==> src/rtl/mant_mul_sched_if.sv <==
// Purpose: request/issue/response bundle for the shared mantissa-multiplier scheduler.
// Latency: n/a (wires only).
// Backpressure: requesters are stalled by req*_ready, the consumer throttles through rsp_ready.
//
// Signals: req0_*/req1_* valid/ready request ports with WA-bit operands;
//          mul_en/mul_a/mul_b to the external multiplier and mul_z back from it;
//          rsp_valid/rsp_ready/rsp_id/rsp_z response port; busy status.
// WA/WZ must match the parameters of the mant_mul_sched instance this bundle is bound to.
interface mant_mul_sched_if #(
  parameter int WA = 24,
  parameter int WZ = 48
);
  logic          req0_valid;
  logic          req0_ready;
  logic [WA-1:0] req0_a;
  logic [WA-1:0] req0_b;
  logic          req1_valid;
  logic          req1_ready;
  logic [WA-1:0] req1_a;
  logic [WA-1:0] req1_b;
  logic          mul_en;
  logic [WA-1:0] mul_a;
  logic [WA-1:0] mul_b;
  logic [WZ-1:0] mul_z;
  logic          rsp_valid;
  logic          rsp_ready;
  logic          rsp_id;
  logic [WZ-1:0] rsp_z;
  logic          busy;

  // Scheduler side.
  modport slave (
    input  req0_valid, req0_a, req0_b,
    output req0_ready,
    input  req1_valid, req1_a, req1_b,
    output req1_ready,
    output mul_en, mul_a, mul_b,
    input  mul_z,
    output rsp_valid, rsp_id, rsp_z,
    input  rsp_ready,
    output busy
  );

  // Environment side: requesters, multiplier and response consumer.
  modport master (
    output req0_valid, req0_a, req0_b,
    input  req0_ready,
    output req1_valid, req1_a, req1_b,
    input  req1_ready,
    input  mul_en, mul_a, mul_b,
    output mul_z,
    input  rsp_valid, rsp_id, rsp_z,
    output rsp_ready,
    input  busy
  );
endinterface

==> src/rtl/mant_mul_sched.sv <==
// Purpose: round-robin share of one pipelined 24x24 mantissa multiplier between two requesters.
// Latency: accept in cycle c -> mul_en in c+1 -> rsp_valid in c+LAT+2.
// Backpressure: ready drops when in-flight + buffered results reach DEPTH; rsp_ready stalls the FIFO head.
//
// Ports: clk, rst (synchronous, active-high); bus (mant_mul_sched_if.slave) carrying the two
//        request ports, the multiplier issue/return signals, the response port and busy.
module mant_mul_sched #(
  parameter int LAT   = 3,
  parameter int DEPTH = 8,
  parameter int WA    = 24,
  parameter int WZ    = 48
) (
  input logic             clk,
  input logic             rst,
  mant_mul_sched_if.slave bus
);
  localparam int              CW      = $clog2(DEPTH + 1);
  localparam int              PW      = $clog2(DEPTH);
  localparam int              FW      = WZ + 1;
  localparam logic [CW-1:0]   DEPTH_C = CW'(DEPTH);
  localparam logic [PW-1:0]   LAST_P  = PW'(DEPTH - 1);

  // Arbitration and credit.
  logic [CW-1:0] used_q, used_d;
  logic          last_q, last_d;   // 1: requester 1 was granted most recently
  logic          can_accept, gnt0, gnt1, accept;

  // Issue register and in-flight tag pipeline.
  logic          mul_en_q, mul_en_d;
  logic          issue_id_q, issue_id_d;
  logic [WA-1:0] mul_a_q, mul_a_d;
  logic [WA-1:0] mul_b_q, mul_b_d;
  logic [LAT-1:0] tag_vld_q, tag_vld_d;
  logic [LAT-1:0] tag_id_q, tag_id_d;

  // Result FIFO.
  logic [FW-1:0] mem_q [DEPTH];
  logic [PW-1:0] wr_q, wr_d, rd_q, rd_d;
  logic [CW-1:0] cnt_q, cnt_d;
  logic          push, pop, fifo_vld, fifo_full;

  always_comb begin
    // Credit counts from the accept edge, so a pop only frees a slot for the next cycle.
    can_accept = (used_q < DEPTH_C);
    gnt0       = !rst && can_accept && bus.req0_valid && (!bus.req1_valid || last_q);
    gnt1       = !rst && can_accept && bus.req1_valid && (!bus.req0_valid || !last_q);
    accept     = gnt0 || gnt1;

    last_d = last_q;
    if (gnt0) begin
      last_d = 1'b0;
    end else if (gnt1) begin
      last_d = 1'b1;
    end

    mul_en_d   = accept;
    issue_id_d = gnt1;
    mul_a_d    = mul_a_q;
    mul_b_d    = mul_b_q;
    if (gnt0) begin
      mul_a_d = bus.req0_a;
      mul_b_d = bus.req0_b;
    end else if (gnt1) begin
      mul_a_d = bus.req1_a;
      mul_b_d = bus.req1_b;
    end

    // Stage 0 is fed by the issue register, so the tail lines up with mul_z LAT cycles after mul_en.
    tag_vld_d = (tag_vld_q << 1) | LAT'(mul_en_q);
    tag_id_d  = (tag_id_q << 1) | LAT'(issue_id_q);

    push      = tag_vld_q[LAT-1];
    fifo_vld  = (cnt_q != '0);
    fifo_full = (cnt_q == DEPTH_C);
    pop       = fifo_vld && bus.rsp_ready;

    used_d = used_q + CW'(accept) - CW'(pop);
    cnt_d  = cnt_q + CW'(push) - CW'(pop);

    wr_d = wr_q;
    if (push) begin
      wr_d = (wr_q == LAST_P) ? '0 : wr_q + PW'(1);
    end
    rd_d = rd_q;
    if (pop) begin
      rd_d = (rd_q == LAST_P) ? '0 : rd_q + PW'(1);
    end
  end

  always_ff @(posedge clk) begin
    if (rst) begin
      used_q     <= '0;
      last_q     <= 1'b1;
      mul_en_q   <= 1'b0;
      issue_id_q <= 1'b0;
      mul_a_q    <= '0;
      mul_b_q    <= '0;
      tag_vld_q  <= '0;
      tag_id_q   <= '0;
      wr_q       <= '0;
      rd_q       <= '0;
      cnt_q      <= '0;
    end else begin
      used_q     <= used_d;
      last_q     <= last_d;
      mul_en_q   <= mul_en_d;
      issue_id_q <= issue_id_d;
      mul_a_q    <= mul_a_d;
      mul_b_q    <= mul_b_d;
      tag_vld_q  <= tag_vld_d;
      tag_id_q   <= tag_id_d;
      wr_q       <= wr_d;
      rd_q       <= rd_d;
      cnt_q      <= cnt_d;
      // Credit accounting guarantees a free slot for every returning product.
      assert (!(push && fifo_full));
    end
  end

  // Storage needs no reset: entries are only read when counted as valid.
  always_ff @(posedge clk) begin
    if (push) begin
      mem_q[wr_q] <= {tag_id_q[LAT-1], bus.mul_z};
    end
  end

  assign bus.req0_ready = gnt0;
  assign bus.req1_ready = gnt1;
  assign bus.mul_en     = mul_en_q;
  assign bus.mul_a      = mul_a_q;
  assign bus.mul_b      = mul_b_q;
  assign bus.rsp_valid  = fifo_vld;
  assign bus.rsp_id     = mem_q[rd_q][FW-1];
  assign bus.rsp_z      = mem_q[rd_q][WZ-1:0];
  // used_q covers exactly the in-flight plus buffered operations.
  assign bus.busy       = (used_q != '0);
endmodule

==> src/flat_wrapper.sv <==
// flat-port wrapper written by rule: the top's interface ports become plain ports
module mant_mul_sched_flat 
#(
  parameter int LAT   = 3,
  parameter int DEPTH = 8,
  parameter int WA    = 24,
  parameter int WZ    = 48
)
  (clk, rst, bus_req0_valid, bus_req0_a, bus_req0_b, bus_req0_ready, bus_req1_valid, bus_req1_a, bus_req1_b, bus_req1_ready, bus_mul_en, bus_mul_a, bus_mul_b, bus_mul_z, bus_rsp_valid, bus_rsp_id, bus_rsp_z, bus_rsp_ready, bus_busy);
  mant_mul_sched_if #(.WA(WA), .WZ(WZ)) bus_i ();
  input logic clk;
  input logic rst;
  input wire logic [$bits(bus_i.req0_valid)-1:0] bus_req0_valid;
  input wire logic [$bits(bus_i.req0_a)-1:0] bus_req0_a;
  input wire logic [$bits(bus_i.req0_b)-1:0] bus_req0_b;
  output wire logic [$bits(bus_i.req0_ready)-1:0] bus_req0_ready;
  input wire logic [$bits(bus_i.req1_valid)-1:0] bus_req1_valid;
  input wire logic [$bits(bus_i.req1_a)-1:0] bus_req1_a;
  input wire logic [$bits(bus_i.req1_b)-1:0] bus_req1_b;
  output wire logic [$bits(bus_i.req1_ready)-1:0] bus_req1_ready;
  output wire logic [$bits(bus_i.mul_en)-1:0] bus_mul_en;
  output wire logic [$bits(bus_i.mul_a)-1:0] bus_mul_a;
  output wire logic [$bits(bus_i.mul_b)-1:0] bus_mul_b;
  input wire logic [$bits(bus_i.mul_z)-1:0] bus_mul_z;
  output wire logic [$bits(bus_i.rsp_valid)-1:0] bus_rsp_valid;
  output wire logic [$bits(bus_i.rsp_id)-1:0] bus_rsp_id;
  output wire logic [$bits(bus_i.rsp_z)-1:0] bus_rsp_z;
  input wire logic [$bits(bus_i.rsp_ready)-1:0] bus_rsp_ready;
  output wire logic [$bits(bus_i.busy)-1:0] bus_busy;
  assign bus_i.req0_valid = bus_req0_valid;
  assign bus_i.req0_a = bus_req0_a;
  assign bus_i.req0_b = bus_req0_b;
  assign bus_req0_ready = bus_i.req0_ready;
  assign bus_i.req1_valid = bus_req1_valid;
  assign bus_i.req1_a = bus_req1_a;
  assign bus_i.req1_b = bus_req1_b;
  assign bus_req1_ready = bus_i.req1_ready;
  assign bus_mul_en = bus_i.mul_en;
  assign bus_mul_a = bus_i.mul_a;
  assign bus_mul_b = bus_i.mul_b;
  assign bus_i.mul_z = bus_mul_z;
  assign bus_rsp_valid = bus_i.rsp_valid;
  assign bus_rsp_id = bus_i.rsp_id;
  assign bus_rsp_z = bus_i.rsp_z;
  assign bus_i.rsp_ready = bus_rsp_ready;
  assign bus_busy = bus_i.busy;
  mant_mul_sched #(.LAT(LAT), .DEPTH(DEPTH), .WA(WA), .WZ(WZ)) u_core (.clk(clk), .rst(rst), .bus(bus_i));
endmodule
==> config.mk <==
export PLATFORM = sky130hd
export DESIGN_NAME = mant_mul_sched_flat
export DESIGN_NICKNAME = d
export VERILOG_FILES = /design/src/rtl/mant_mul_sched_if.sv /design/src/rtl/mant_mul_sched.sv /design/src/flat_wrapper.sv
export SDC_FILE = /design/constraint.sdc
export NUM_CORES = 1
export LEC_CHECK = 0
export ABC_AREA = 1
export CORE_UTILIZATION = 55
export CTS_CLUSTER_DIAMETER = 150
export DETAILED_ROUTE_END_ITERATION = 12
export GPL_TIMING_DRIVEN = 0
export PLACE_DENSITY_LB_ADDON = 0.08
export SYNTH_ARGS = -nofsm -noshare
export SYNTH_HDL_FRONTEND = slang
export SYNTH_SLANG_ARGS = --single-unit
==> constraint.sdc <==
create_clock -name clk -period 6.55 [get_ports clk]
set_clock_uncertainty 0.1 [all_clocks]
set_input_delay 1.31 -clock clk [delete_from_list [all_inputs] [get_ports clk]]
set_output_delay 1.31 -clock clk [all_outputs]
set_load 0.005 [all_outputs]
==> results of run 1 <==
-- placed cells by master (no fill, tap or decap), types with 6 or more instances in the layout --
cell	n
nand2_1	313
buf_2	36
nand3_1	6
clkbuf_16	49
inv_1	77
buf_6	15
buf_12	6
o21ai_0	195
dfxtp_1	74
nand3b_1	48
ha_1	12
buf_4	10
o21ai_1	103
edfxtp_1	392
nor2_1	463
clkdlybuf4s50_1	250
clkbuf_1	58
a21oi_1	7
nor2_4	9
buf_16	8
clkinv_2	8
-- worst reg2reg max path, cell delays in order, from the launching register on --
cell     delay [ns]
dfxtp_1        0.30
inv_1          0.07
ha_1           0.14
nand2_1        0.08
nand2_1        0.19
inv_1          0.15
nand2_1        0.15
nand2_1        0.07
ha_1           0.22
fa_1           0.42
xnor2_1        0.16
nor2_1         0.05
-- layout make-up --
class | count | share of cell area (%)
timing repair buffer | 264 | 11.7
sequential | 466 | 54.8
buffer | 109 | 2.50
tap | 455 | 2.35
clock inverter | 15 | 0.414
clock buffer | 69 | 5.58
multi-input combinational | 1164 | 21.4
inverter | 78 | 1.22
antenna | 2 | 0.0207
-- power groups by stage --
stage | logic (W) | clock network (W) | registers [W]
2_1_floorplan | 0.00141 | 0 | 0.00342
3_3_place_gp | 0.00258 | 0 | 0.00342
3_5_place_dp | 0.00264 | 0 | 0.00343
4_1_cts | 0.00268 | 0.00255 | 0.00337
5_1_grt | 0.00296 | 0.00267 | 0.00338
6_report | 0.00266 | 0.00253 | 0.00337
-- Yosys cell counts (12+ instances only) --
cell type,number
buf_6,15
nor2_1,471
edfxtp_1,392
nand2_1,313
inv_1,77
ha_1,12
clkbuf_1,43
nand3b_1,48
buf_2,36
dfxtp_1,74
o21ai_0,195
o21ai_1,103
-- kinds of logic after synthesis --
logic type	after synthesis
AO/OA/AOI/OAI	306
XOR/XNOR	2
adder cells (fa/ha/maj)	14
buffers and inverters	187
flip-flops	466
AND/OR/NAND/NOR	842
-- registers in the layout, summed over array words and instances, names as in the netlist, 3 cells and up, named ones only --
signal and count:
u_core.bus.mul_a 24, u_core.bus.mul_b 24, u_core.cnt_q 4, u_core.mem_q 392, u_core.rd_q 3, u_core.tag_id_q 3, u_core.tag_vld_q 3, u_core.used_q 4
u_core.wr_q 3
-- layer usage --
layer	vias to the layer above	part of all wire, %	track usage, %
met1	6622	39	34.0
met4	2	3.1	9.77
li1	6734	-	-
met3	103	9.1	6.36
met5	-	0.020	0
met2	617	49	47.4
-- worst max-delay path by stage --
stage / start / cells after the start / to
after floorplan: rst / 5 / bus_req0_ready
after global placement: u_core.tag_vld_q[2] / 2 / u_core.mem_q[3][39]
after detailed placement: rst / 7 / bus_req0_ready
after CTS: rst / 7 / bus_req0_ready
after global routing: rst / 7 / bus_req0_ready
final: rst / 7 / bus_req0_ready
-- through the flow --
stage	hold WS, ns	setup slack (ns)	std cells
2_1_floorplan	0.288	3.20	1817
3_3_place_gp	0.289	1.49	2522
3_5_place_dp	0.301	1.93	2536
4_1_cts	0.309	1.92	2620
5_1_grt	0.327	1.85	2622
6_report	0.307	1.93	2622
==> flow_metrics.tcl, run 1 <==
set metrics [dict create \
    timing.rr.end "u_core.used_q[2]" \
    die_h_um 189 \
    postRouteAntennaNets 0 \
    timing.rr.start "u_core.cnt_q[2]" \
    critPathLaunchType "input port" \
    drive_gt1_share_pct 7.07 \
    avgRoutedWirePerCell_um 18.7 \
    place_area_mm2 0.0227 \
    crit_family "buffers and inverters" \
    synth_top_family_by_area "simple AND/OR/NAND/NOR gates" \
    synth_warnings 0 \
    critPathKind "in2out" \
    setup_violations 0 \
    synth_top_cell_area_share_pct 61.1 \
    ctsHtreeMaxLevel 2 \
    worstSetupEndpointType "primary output" \
    final_util_pct 70.1 \
    cts_tree "done" \
    syn_inst 1817 \
    core-area_mm2 0.0345 \
    io_pins 251 \
    grt_util_all_layers_pct 27.5 \
    cp.arrival_ns 3.21 \
    clock_latency_ns 0.54 \
    postSynthAreaPerCell_um2 10.6 \
    nFillCells 2530 \
    synth_area_leaders "edfxtp_1 61%, nor2_1 9.2%, dfxtp_1 7.7%" \
    totalPowerFinal_w 0.00856 \
    yosys.area.top_type "edfxtp_1" \
    grt_pass1_wl_um 75400 \
    powerDensity_mw_per_mm2 354 \
    first_global_vias 14000 \
    grt_max_degree 29 \
    holdPathEnd "u_core.tag_id_q[0]" \
    synth_compound_area_share_pct 7.96 \
    maxSlewViolCount 0 \
    period_share_pct 70.5 \
    swShare_pct 30.9 \
    synthSimpleGateAreaFrac_pct 17.5 \
    final_area_mm2 0.0242 \
    status "finished, final reports clean" \
    nets 2293 \
    path_max_fanout 10 \
    leakage_nw 9.12 \
    netlist_area_mm2 0.0193 \
    regArea_mm2 0.0133 \
    die_w_um 189 \
    firstDrtPassIters 5 \
    fin_setup_tns_ns 0 \
    rows 68 \
    yosysUniqueCellTypes 24 \
    report.final.hold_viol_count 0 \
    synthXorXnorAreaFrac_pct 0.0909 \
    area_delta_synth_final_pct 25.6 \
    synth_edf_count 392 \
    clk_path_buf_depth 3 \
    vias_per_cell 5.37 \
    dieArea_mm2 0.0358 \
    synth_fa_ha_area_share_pct 0.987 \
    cts.repair.resized 0 \
    p_int_w 0.00591 \
    gp_congestion 0.830 \
    rsz0062_at_grt "false" \
    grt_overflow 0 \
    relSlewSlack_pct 40.0 \
    worst_pin_slew_ns 0.898 \
    port_buffers 250 \
    floorplan.initialDensity_pct 55.8 \
    vias 14100 \
    pwr-share-seq_pct 39.3 \
    max_freq_mhz 217 \
    antenna_found_initial 3 \
    drt_wl_total_um 49000 \
    cpPeakStageDelay_ns 0.54 \
    hp-start "u_core.issue_id_q" \
    clock_power_share_pct 29.6 \
    required_ns 5.14 \
    multiInputGateArea_mm2 0.00518 \
    worst-r2r-cell-count 11 \
    yosysSeqAreaShare_pct 68.8 \
    synth-main-ff-cell "edfxtp_1" \
    path_buf_inv 5 \
    clock-sinks 466 \
    async_flop_share_pct 0 \
    power_frac_comb_pct 31.1 \
    ff2ff_setup_slack_ns 4.34 \
    hpwlAfterDp_um 32700 \
    numCtsBuffers 47 \
    ys_seq_elements 466 \
    cts_root_buf "clkbuf_16" \
    crit_chain "clkdlybuf4s50_1 -> nor2_4 -> nand3_2 -> buf_4 -> buf_4 -> inv_1 -> clkdlybuf4s50_1" \
    remaining_drc_errors 0 \
    ctsHoldBuffers 0 \
    cts_setup_buffers 0 \
    slowest_stage "clkdlybuf4s50_1" \
    peakVddDrop_uv 210 \
    holdPathStages 2 \
    cap_violations 0 \
    clk_pin_slew_ns 0.06 \
    fin_crit_ns 4.62 \
    syn_nets 1980 \
    switchingPower_w 0.00265 \
    synth.area.mux_share_pct 0 \
    hold_path_class "reg2reg" \
    drt_iter0_drc 1148 \
]
Note: power is estimated with default switching activity, not from simulation.
==> inputs of run 2 (changes only) <==
==> constraint.sdc (replaced) <==
create_clock -name clk -period 4.8 [get_ports clk]
set_clock_uncertainty 0.1 [all_clocks]
set_input_delay 0.96 -clock clk [delete_from_list [all_inputs] [get_ports clk]]
set_output_delay 0.96 -clock clk [all_outputs]
set_load 0.005 [all_outputs]
==> results of run 2 <==
Same layout as run 1 (identical final DEF). Status: finished, final reports clean.
Among the figures that moved: setup slack after placement 1.93 ns -> 0.880 ns; setup slack after layout 1.93 ns -> 0.710 ns; end point of the critical path bus_req0_ready -> bus_rsp_z[24]; register-to-register setup slack 4.34 ns -> 2.59 ns; total power 0.00856 W -> 0.0117 W; worst IR drop on VDD 210 uV -> 287 uV
==> inputs of run 3 (changes only) <==
--- a/config.mk
+++ b/config.mk
@@ -11,6 +11,7 @@
 export DETAILED_ROUTE_END_ITERATION = 12
 export GPL_TIMING_DRIVEN = 0
 export PLACE_DENSITY_LB_ADDON = 0.08
+export RECOVER_POWER = 50
 export SYNTH_ARGS = -nofsm -noshare
 export SYNTH_HDL_FRONTEND = slang
 export SYNTH_SLANG_ARGS = --single-unit
==> run 3 against run 2 <==
The run now ends with capacitance limit, slew limit left. Sequential power about the same. Cell count up 0.27%. Sequential share of layout area up 0.088 points. Final area down 0.16%. First-iteration DRC count up 2.8%. Non-clock buffer count unchanged. Global-route usage unchanged. Critical endpoint unchanged. Largest cell class unchanged.
==> flow_metrics.tcl, run 3 (synthesized netlist as in run 1, its figures left out) <==
set metrics [dict create \
    worst_pin_slew_ns 2.04 \
    cts_tree "done" \
    grt_util_all_layers_pct 27.5 \
    gp_congestion 0.830 \
    clock-sinks 466 \
    clk_path_buf_depth 3 \
    powerDensity_mw_per_mm2 483 \
    setup_violations 0 \
    clk_pin_slew_ns 0.06 \
    area_delta_synth_final_pct 25.4 \
    maxSlewViolCount 80 \
    period_share_pct 85.3 \
    top_register "u_core.mem_q" \
    grt_pass1_wl_um 75400 \
    die_h_um 189 \
    antenna_found_initial 10 \
    cp.arrival_ns 3.03 \
    worstSetupEndpointType "primary output" \
    use_met2_pct 47.4 \
    grt_overflow 0 \
    leakage_nw 9.12 \
    regArea_mm2 0.0133 \
    avgRoutedWirePerCell_um 18.6 \
    totalPowerFinal_w 0.0117 \
    rows 68 \
    rsz0062_at_grt "false" \
    first_global_vias 14000 \
    vias 14100 \
    grt_max_degree 29 \
    critPathKind "reg2out" \
    cpPeakStageDelay_ns 0.59 \
    report.final.hold_viol_count 0 \
    numCtsBuffers 47 \
    remaining_drc_errors 0 \
    core-area_mm2 0.0345 \
    firstDrtPassIters 7 \
    crit_top_cell "nand2_1" \
    place_inst 2536 \
    violations "capacitance limit, slew limit" \
    top_usage_layer "met2" \
    drt_wl_total_um 49000 \
    status "finished with violations" \
    multiInputGateArea_mm2 0.00516 \
    grt_use_met3_pct 6.36 \
    cts_root_buf "clkbuf_16" \
    final_cell_mix "466 x nor2_1, 392 x edfxtp_1, 313 x nand2_1, 201 x clkdlybuf4s50_1, 195 x o21ai_0" \
    nets 2293 \
    ctsHtreeMaxLevel 2 \
    die_w_um 189 \
    peakVddDrop_uv 286 \
    vias_per_cell 5.35 \
    grtUsageMet1_pct 34.0 \
    relSlewSlack_pct -36.6 \
    hpwlAfterDp_um 32700 \
    largest_reg_flops 392 \
    floorplan.initialDensity_pct 55.8 \
    critPathLaunchType "flop" \
    drive_gt1_share_pct 6.79 \
    fin_setup_tns_ns 0 \
    final_common_cell "nor2_1" \
    port_buffers 250 \
    cts_setup_buffers 0 \
    postRouteAntennaNets 0 \
    path_max_fanout 10 \
    ctsHoldBuffers 0 \
    nFillCells 2540 \
    cts.repair.resized 0 \
    hold_path_class "reg2reg" \
    cap_violations 5 \
    io_pins 251 \
    clock_latency_ns 0.54 \
    drt_iter0_drc 1180 \
    required_ns 3.74 \
    crit_chain "buf_2 -> buf_4 -> clkbuf_1 -> o21ai_0 -> o21ai_1 -> nand2_1 -> nand2_1 -> clkdlybuf4s50_1" \
    fin_crit_ns 4.09 \
    instances_no_fill 2629 \
    max_freq_mhz 244 \
    dieArea_mm2 0.0358 \
    slowest_stage "clkdlybuf4s50_1" \
]
-- run 3: layout make-up --
| cell class | count | area share [%] |
|---|---|---|
| clock buffers | 69 | 5.59 |
| clock inverters | 15 | 0.414 |
| well taps | 455 | 2.36 |
| repair buffers | 264 | 11.6 |
| inverters | 78 | 1.22 |
| flip-flops and latches | 466 | 54.8 |
| multi-input cells | 1164 | 21.3 |
| diodes | 9 | 0.0932 |
| plain buffers | 109 | 2.50 |
-- run 3: worst max-delay path: cells and delay by family (launching register included) --
kind / cells / cell delay, ns
AOI/OAI and AO/OA: 2 / 0.41
buffers and inverters: 4 / 1.51
and+or+nand+nor: 2 / 0.25
DFF: 1 / 0.30
-- run 3: worst paths after layout --
kind | startpoint | endpoint | slack [ns] | depth (start not counted)
worst max register to register | u_core.tag_vld_q[2] | u_core.mem_q[5][40] | 0.88 | 4
worst min-delay path | u_core.issue_id_q | u_core.tag_id_q[0] | 0.31 | 2
worst max-delay path | flop | bus_rsp_z[24] | 0.71 | 8
worst min register to register | u_core.issue_id_q | u_core.tag_id_q[0] | 0.31 | 2
-- run 3: per-stage QoR --
step                      hold WS [ns]  worst slack, ns  cell area (um2)  utilization (%)
after floorplan                  0.288             1.65            19300                -
after global placement           0.289           -0.256            22300             64.7
after detailed placement         0.301            0.880            22700             65.8
after CTS                        0.309            0.699            24200             70.0
after global routing             0.327            0.560            24200             69.9
final                            0.306            0.706            24200             69.9
-- run 3: metal layers --
| metal | routed length, um | vias up |
|---|---|---|
| met5 | 22 | - |
| met4 | 1350 | 4 |
| met3 | 4210 | 99 |
| met2 | 24200 | 617 |
| met1 | 19200 | 6613 |
| li1 | - | 6745 |
-- run 3: power by group --
part / total, W / switching, W / internal [W]
Sequential: 0.00460 / 0.0000718 / 0.00452
Combinational: 0.00362 / 0.00208 / 0.00154
Clock: 0.00345 / 0.00146 / 0.00200
